[src/rtl/sel_demux_if.sv]
// Handshake and lane bundle for the 31-lane selector demultiplexer.
// The upstream side and the lane consumers use the master modport; the block uses slave.
interface sel_demux_if;
    logic        in_valid;
    logic        in_ready;
    logic [1:0]  in_data;
    logic [4:0]  in_sel;
    logic [61:0] out_data;
    logic [30:0] out_valid;
    logic [30:0] out_ready;
    logic [7:0]  drop_cnt;
    logic        drop_pulse;

    modport master (
        output in_valid, in_data, in_sel, out_ready,
        input  in_ready, out_data, out_valid, drop_cnt, drop_pulse
    );

    modport slave (
        input  in_valid, in_data, in_sel, out_ready,
        output in_ready, out_data, out_valid, drop_cnt, drop_pulse
    );
endinterface

[src/rtl/sel_demux.sv]
// Routes 2-bit symbols into 31 independent one-entry lanes chosen by in_sel.
// Selector 31 discards the symbol and bumps a saturating drop counter.
module sel_demux (
    input logic        clk,
    input logic        rst_n,
    sel_demux_if.slave bus
);
    logic [30:0] valid_q, valid_d;
    logic [61:0] data_q, data_d;
    logic [7:0]  drop_cnt_q, drop_cnt_d;
    logic        drop_pulse_q, drop_pulse_d;

    logic [31:0] valid_x;
    logic [31:0] ready_x;
    logic        is_drop;
    logic        accept;

    // Position 31 is a phantom lane that is always empty, so a drop is always accepted.
    assign valid_x = {1'b0, valid_q};
    assign ready_x = {1'b1, bus.out_ready};
    assign is_drop = (bus.in_sel == 5'd31);

    assign bus.in_ready = rst_n & (~valid_x[bus.in_sel] | ready_x[bus.in_sel]);
    assign accept       = bus.in_valid & bus.in_ready;

    always_comb begin
        valid_d      = valid_q & ~bus.out_ready;
        data_d       = data_q;
        drop_pulse_d = accept & is_drop;
        drop_cnt_d   = drop_cnt_q;
        for (int i = 0; i < 31; i++) begin
            if (accept && (bus.in_sel == 5'(i))) begin
                valid_d[i]        = 1'b1;
                data_d[2*i +: 2]  = bus.in_data;
            end
        end
        if (accept && is_drop && (drop_cnt_q != 8'hFF)) begin
            drop_cnt_d = drop_cnt_q + 8'd1;
        end
    end

    always_ff @(posedge clk or negedge rst_n) begin
        if (!rst_n) begin
            valid_q      <= '0;
            data_q       <= '0;
            drop_cnt_q   <= '0;
            drop_pulse_q <= 1'b0;
        end else begin
            valid_q      <= valid_d;
            data_q       <= data_d;
            drop_cnt_q   <= drop_cnt_d;
            drop_pulse_q <= drop_pulse_d;
        end
    end

    assign bus.out_valid  = valid_q;
    assign bus.out_data   = data_q;
    assign bus.drop_cnt   = drop_cnt_q;
    assign bus.drop_pulse = drop_pulse_q;
endmodule

[src/flat_wrapper.sv]
// flat-port wrapper written by rule: the top's interface ports become plain ports
module sel_demux_flat 
  (clk, rst_n, bus_in_valid, bus_in_data, bus_in_sel, bus_out_ready, bus_in_ready, bus_out_data, bus_out_valid, bus_drop_cnt, bus_drop_pulse);
  sel_demux_if bus_i ();
  input logic clk;
  input logic rst_n;
  input wire logic [$bits(bus_i.in_valid)-1:0] bus_in_valid;
  input wire logic [$bits(bus_i.in_data)-1:0] bus_in_data;
  input wire logic [$bits(bus_i.in_sel)-1:0] bus_in_sel;
  input wire logic [$bits(bus_i.out_ready)-1:0] bus_out_ready;
  output wire logic [$bits(bus_i.in_ready)-1:0] bus_in_ready;
  output wire logic [$bits(bus_i.out_data)-1:0] bus_out_data;
  output wire logic [$bits(bus_i.out_valid)-1:0] bus_out_valid;
  output wire logic [$bits(bus_i.drop_cnt)-1:0] bus_drop_cnt;
  output wire logic [$bits(bus_i.drop_pulse)-1:0] bus_drop_pulse;
  assign bus_i.in_valid = bus_in_valid;
  assign bus_i.in_data = bus_in_data;
  assign bus_i.in_sel = bus_in_sel;
  assign bus_i.out_ready = bus_out_ready;
  assign bus_in_ready = bus_i.in_ready;
  assign bus_out_data = bus_i.out_data;
  assign bus_out_valid = bus_i.out_valid;
  assign bus_drop_cnt = bus_i.drop_cnt;
  assign bus_drop_pulse = bus_i.drop_pulse;
  sel_demux u_core (.clk(clk), .rst_n(rst_n), .bus(bus_i));
endmodule
[config.mk]
export PLATFORM = sky130hd
export DESIGN_NAME = sel_demux_flat
export DESIGN_NICKNAME = d
export VERILOG_FILES = /design/src/rtl/sel_demux_if.sv /design/src/rtl/sel_demux.sv /design/src/flat_wrapper.sv
export SDC_FILE = /design/constraint.sdc
export NUM_CORES = 1
export LEC_CHECK = 0
export CORE_AREA = 4 4 119 150
export CTS_BUF_LIST = sky130_fd_sc_hd__clkbuf_8
export DETAILED_ROUTE_END_ITERATION = 16
export DIE_AREA = 0 0 123 154
export DONT_BUFFER_PORTS = 1
export GPL_ROUTABILITY_DRIVEN = 1
export PLACE_DENSITY = 0.39
export SYNTH_ARGS = -nofsm -noshare
export SYNTH_HDL_FRONTEND = slang
export SYNTH_SLANG_ARGS = --single-unit
[constraint.sdc]
create_clock -name clk -period 5 [get_ports clk]
set_clock_uncertainty 0.05 [all_clocks]
set_input_delay 1 -clock clk [delete_from_list [all_inputs] [get_ports clk]]
set_output_delay 1 -clock clk [all_outputs]
set_load 0.01 [all_outputs]
==> impl_metrics.yaml, run 1 <==
run_status:
  status: "finished, final reports clean"
clock_network:
  cts_root_buffer: "clkbuf_8"
  cts_buffer_depth: 2
  holdBufCountCts: 0
  clock_latency_ns: 0.39
  cts_setup_buffers: 0
  cts_tree: "yes"
  post_cts_resized: 0
  clkTransAtPathRegs_ns: 0.11
  cts.sinks: 102
  h-tree-depth: 3
  tritoncts.num_buffers: 9
synth:
  synthCells: 384
  ys_seq_elements: 102
  synthesis.area_mm2: 0.00487
  synth.avg_cell_area_um2: 12.7
  synth-edff-count: 0
  synthFlopType: "dfrtp_1"
  synthDistinctLibCells: 43
  syn-num-nets: 426
  yosysWarningCount: 0
  synth_seq_area_share: 0.524
  synthArstFlopShare: 1.00
timing:
  rsz0062_at_grt: "false"
  max_slew_margin: 0.333
  slew_violations: 0
  setup_viol_count_final: 0
  finalHoldViolCount: 0
  fmax_mhz: 265
  setup-tns-final_ns: 0
  worst_slew_pin_slew_ns: 1.00
  finalCritPeriodShare: 0.755
  fin_crit_ns: 3.78
layout:
  layout-drive-gt1-share: 0.241
  nNetsFinal: 414
  syn_to_final_growth_pct: 7.09
  final_cell_area_mm2: 0.00522
  layout_common_cells: "dfrtp_1, mux2_2, inv_1"
  final_common_cell: "dfrtp_1"
  diodes: 0
worst_setup_path:
  slowest_delay_ns: 0.57
  critPathMaxFanout: 24
  path_delay_family: "simple AND/OR/NAND/NOR gates"
  r2r.worst_path.cells: 6
  cp_slowest_cell: "a41o_2"
  endpoint_kind: "output pin"
  startpoint_type: "input port"
  cp_num_buf_inv: 0
  crit_required_ns: 3.95
  worstPathCellList: "mux4_2 -> nor3b_1 -> nor4_4 -> a41o_2 -> nor2_1"
  crit_cells: 5
  crit-reg2reg-launch: "u_core.bus.out_valid[3]"
  critical_path_class: "input port to output pin"
  crit_arrival_ns: 2.73
  crit_start: "bus_in_sel[1]"
detailed_routing:
  drt_iter0_markers: 144
  viasPerCell: 5.13
  ant_nets: 0
  dr.pass1.iters: 4
  vias: 3065
  drt-wirelength-per-cell_um: 24.4
  wl_um: 14600
  drc: 0
placement:
  post-dp-hpwl_um: 10700
  io_buffer_count: 0
  placed_area_mm2: 0.00501
  gp_congestion: 0.755
job:
  drv_cap: 0
global_routing:
  grt_overflow: 0
  grt_usage: 0.160
  grt_max_degree: 105
  grt_pass1_vias: 3347
  grt_antenna_before_repair: 0
  grt_pass1_wl_um: 22100
floorplanning:
  start_util: 0.295
  dieArea_mm2: 0.0189
  ios: 144
  rows: 53
  core_mm2: 0.0165
  fp.dieH_um: 154
  die_x_um: 123
pwr:
  vdd_drop_max_mv: 0.111
  power_density_mw_per_mm2: 322
  total_leakage_power_nw: 2.26
worst_hold_path:
  holdCritPathClass: "input port to async pin"
per-stage QoR:
step / setup WS, ns / hold WS (ns) / instances / util / power (mW)
after global placement: 1.22 / 0.503 / 581 / 0.304 / 1.13
after floorplan: 1.36 / 0.470 / 384 / - / 1.11
final: 1.22 / 0.240 / 597 / 0.316 / 1.68
after detailed placement: 1.21 / 0.503 / 581 / 0.304 / 1.14
after global routing: 1.09 / 0.202 / 597 / 0.316 / 1.77
after CTS: 1.20 / 0.215 / 597 / 0.316 / 1.71
logic make-up (layout without fill, tap and decap cells):
kind of cell / after synthesis / after routing / synth area share
muxes: 82 / 82 / 0.222
DFF: 102 / 102 / 0.524
xor gates and xnor gates: 7 / 7 / 0.0126
AOI/OAI and AO/OA: 42 / 42 / 0.0565
buffers and inverters: 58 / 51 / 0.0570
adders and majority gates: 1 / 1 / 0.00257
and+or+nand+nor: 92 / 92 / 0.126
report_power, final:
part	internal (mW)	total, mW	switching, mW
clock network	0.248	0.564	0.316
logic	0.0732	0.126	0.0523
registers	0.898	0.988	0.0901
total	1.22	1.68	0.459
cells in the mapped netlist (all sizes together), types with 2 or more instances:
cell / count / area, um2
dfrtp: 102 / 2550
mux2: 65 / 736
inv: 32 / 120
nand3: 21 / 105
o21ai: 20 / 104
clkbuf: 16 / 60.1
nand4: 15 / 93.8
nor3: 15 / 176
mux4: 13 / 304
o22ai: 11 / 68.8
buf: 10 / 97.6
nand2: 10 / 37.5
and3: 8 / 50.1
xnor2: 6 / 52.6
and2: 5 / 31.3
nor2: 5 / 18.8
nor2b: 5 / 31.3
mux2i: 4 / 40.0
nand2b: 3 / 18.8
a21o: 2 / 15.0
a22oi: 2 / 15.0
nand3b: 2 / 15.0
final timing paths:
| check | end | slack [ns] |
|---|---|---|
| hold / removal | u_core.bus.out_data[23] | 0.24 |
| setup reg to reg | u_core.bus.out_data[8] | 1.95 |
| max in group asynchronous | u_core.bus.out_data[55] | 4.42 |
| hold reg to reg | u_core.bus.out_data[48] | 0.52 |
| min in group clk | u_core.bus.out_data[48] | 0.52 |
| setup / recovery | bus_in_ready | 1.22 |
layer usage:
metal / GRT usage / vias to the layer above / share of wire
li1: - / 1362 / -
met1: 0.185 / 1584 / 0.39
met2: 0.262 / 103 / 0.49
met3: 0.0706 / 16 / 0.10
met4: 0.0538 / 0 / 0.016
met5: 0 / - / 0
registers in the layout (all words and copies together) (netlist names):
signal / count
u_core.bus.out_data: 62
u_core.bus.out_valid: 31
u_core.bus.drop_pulse: 1
u_core.bus.drop_cnt: 8
final cells by class:
type | count | area, um2
fill | 1690 | 11300
sequential | 102 | 2550
multi-input combinational | 224 | 2040
tap | 220 | 275
clock buffer | 10 | 138
inverter | 32 | 120
clock inverter | 6 | 67.6
timing repair buffer | 3 | 22.5
(Power assumes the default switching activity.)
==> run 2, diff against run 1 <==
ABC_AREA = 1   (was unset)
CORE_AREA = 4 4 122 153   (was 4 4 119 150)
DIE_AREA = 0 0 126 157   (was 0 0 123 154)
clock period = 3.6 ns   (was 5 ns; I/O delays follow)
==> run 2 against run 1 <==
  * Critical endpoint unchanged
  * Wire length up 19%
  * Critical path depth up 6
  * Core utilization down 0.18 points
  * Global-route usage up 1.6 points
  * Clock power up 28%
  * Combinational power up 69%
  * Largest power group unchanged
  * First-iteration DRC count up 83%
  * Non-clock buffer count up 2
  * Setup slack worse by 0.39 ns
  * Critical path type unchanged
==> impl_metrics.yaml, run 2 <==
clock_network:
  clock_latency_ns: 0.39
  h-tree-depth: 3
  cts_root_buffer: "clkbuf_8"
  clkTransAtPathRegs_ns: 0.11
  cts.sinks: 102
  cts_setup_buffers: 0
  tritoncts.num_buffers: 9
  cts_tree: "yes"
  cts_buffer_depth: 2
global_routing:
  grt_antenna_before_repair: 0
  grt_pass1_vias: 4282
  grt_max_degree: 103
  grt_usage: 0.176
  grt_overflow: 0
  grt_pass1_wl_um: 26100
pwr:
  power_density_mw_per_mm2: 426
  power.total_mw: 2.31
  vdd_drop_max_mv: 0.194
  total_leakage_power_nw: 2.74
worst_setup_path:
  r2r.worst_path.cells: 12
  endpoint_kind: "output pin"
  crit_required_ns: 2.83
  reg2reg_setup_slack_ns: 1.21
  critical_path_class: "input port to output pin"
  critPathMaxFanout: 17
  crit_arrival_ns: 2.00
  startpoint_type: "input port"
layout:
  final_common_cell: "nand2_1"
  layout_common_cells: "nand2_1, dfrtp_1, nor2_1"
  diodes: 0
  nNetsFinal: 708
  syn_to_final_growth_pct: 7.37
  nFillCells: 1941
  final_cell_area_mm2: 0.00543
  multi_input_area_mm2: 0.00211
  largest_reg_flops: 62
  layout-drive-gt1-share: 0.0596
  regArea_mm2: 0.00255
detailed_routing:
  wl_um: 17400
  drt_iter0_markers: 264
  drc: 0
  dr.pass1.iters: 4
  viasPerCell: 4.75
  drt-wirelength-per-cell_um: 19.4
  vias: 4255
  ant_nets: 0
timing:
  rsz0062_at_grt: "false"
  fin_crit_ns: 2.77
  setup_viol_count_final: 0
  fmax_mhz: 362
  finalCritPeriodShare: 0.768
  worst_slew_pin_slew_ns: 0.700
  slew_violations: 0
  max_slew_margin: 0.533
  setup-tns-final_ns: 0
  finalHoldViolCount: 0
synth:
  synth_top_area_cell: "dfrtp_1"
  synth.avg_cell_area_um2: 7.49
  syn-num-nets: 718
  synthArstFlopShare: 1.00
  synthDistinctLibCells: 25
  yosysWarningCount: 0
  synthesis.area_mm2: 0.00506
  synth_most_common_cell: "nand2_1"
  synth_common_cells: "nand2_1, dfrtp_1, nor2_1"
  synthCells: 676
  ys_seq_elements: 102
  synth-edff-count: 0
  synthFlopType: "dfrtp_1"
  yosys-top-cells-area: "dfrtp_1, nand2_1, nor2_1"
  synth.top_cell.area_share: 0.504
  synth_seq_area_share: 0.504
floorplanning:
  die_x_um: 126
  ios: 144
  fp.dieH_um: 157
  core_mm2: 0.0173
  start_util: 0.293
  rows: 54
  dieArea_mm2: 0.0198
placement:
  gp_congestion: 0.854
  io_buffer_count: 0
  post-dp-hpwl_um: 12700
  placed_area_mm2: 0.00522
run_status:
  status: "finished, final reports clean"
worst_hold_path:
  holdCritPathClass: "input port to async pin"
job:
  drv_cap: 0
==> run 2: changes by cell type after synthesis, sizes merged, moves of 6 or more <==
cell,change
o21ai,+36
inv,+34
buf,+6
mux4,-13
and3,-8
nor2,+65
clkbuf,-6
mux2,-65
nor3,-14
nand3,+23
nand2,+266
==> run 2: area by class of cell <==
type | count | area share
clock buffer | 11 | 0.0279
tap | 224 | 0.0516
clock inverter | 5 | 0.00622
multi-input combinational | 482 | 0.388
inverter | 66 | 0.0456
timing repair buffer | 5 | 0.0106
sequential | 102 | 0.470
==> run 2: per-layer routing <==
layer | global-route usage | part of all wire
met5 | 0 | 0
met4 | 0.0777 | 0.031
met3 | 0.0608 | 0.093
met2 | 0.300 | 0.49
met1 | 0.200 | 0.39
==> run 2: kinds of logic (layout without fill, tap and decap cells) <==
kind of cell | after synthesis | after routing | share of synthesized area
XOR/XNOR | 6 | 6 | 0.0104
buffers and inverters | 92 | 87 | 0.0786
AND/OR/NAND/NOR | 403 | 403 | 0.329
AO/OA/AOI/OAI | 72 | 72 | 0.0752
flip-flops | 102 | 102 | 0.504
adder cells (fa/ha/maj) | 1 | 1 | 0.00247
==> run 2: what timing repair did <==
item | CTS | global route
resized for setup | 0 | 0
hold endpoints to repair | 102 | 0
hold buffers | 1 | 0
==> run 2: per-stage QoR <==
step	worst slack, ns	utilization	hold WS [ns]	cells
6_report	0.835	0.314	0.178	895
5_1_grt	0.701	0.314	0.228	895
4_1_cts	0.827	0.314	0.220	895
3_5_place_dp	0.754	0.302	0.380	878
3_3_place_gp	0.781	0.302	0.379	878
2_1_floorplan	1.06	-	0.374	676
==> run 2: critical path, cell delays in order <==
cell	delay, ns
inv_2	0.22
nor2_1	0.16
nand2_1	0.08
nand2_1	0.05
nand2_1	0.05
nand2_1	0.05
nor2_1	0.10
nand2_1	0.06
nand2_1	0.14
nand2_1	0.07
nor2_1	0.29
==> run 2: report_power, final <==
group          internal [mW]  switching (mW)  leakage [nW]
logic                 0.0658           0.147          1.25
clock network          0.290           0.432        0.0971
registers               1.24           0.133          1.39
total                   1.60           0.712          2.74
==> run 2: path summary, 6_finish.rpt <==
kind,start,to
worst max-delay path,bus_in_sel[1],bus_in_ready
worst min-delay path,rst_n,u_core.bus.out_valid[7]
worst max register to register,u_core.bus.out_valid[11],u_core.bus.out_valid[9]
worst min register to register,u_core.bus.out_data[53],u_core.bus.out_data[53]
max in group asynchronous,rst_n,u_core.bus.out_data[46]
min in group clk,bus_out_ready[24],u_core.bus.out_valid[24]
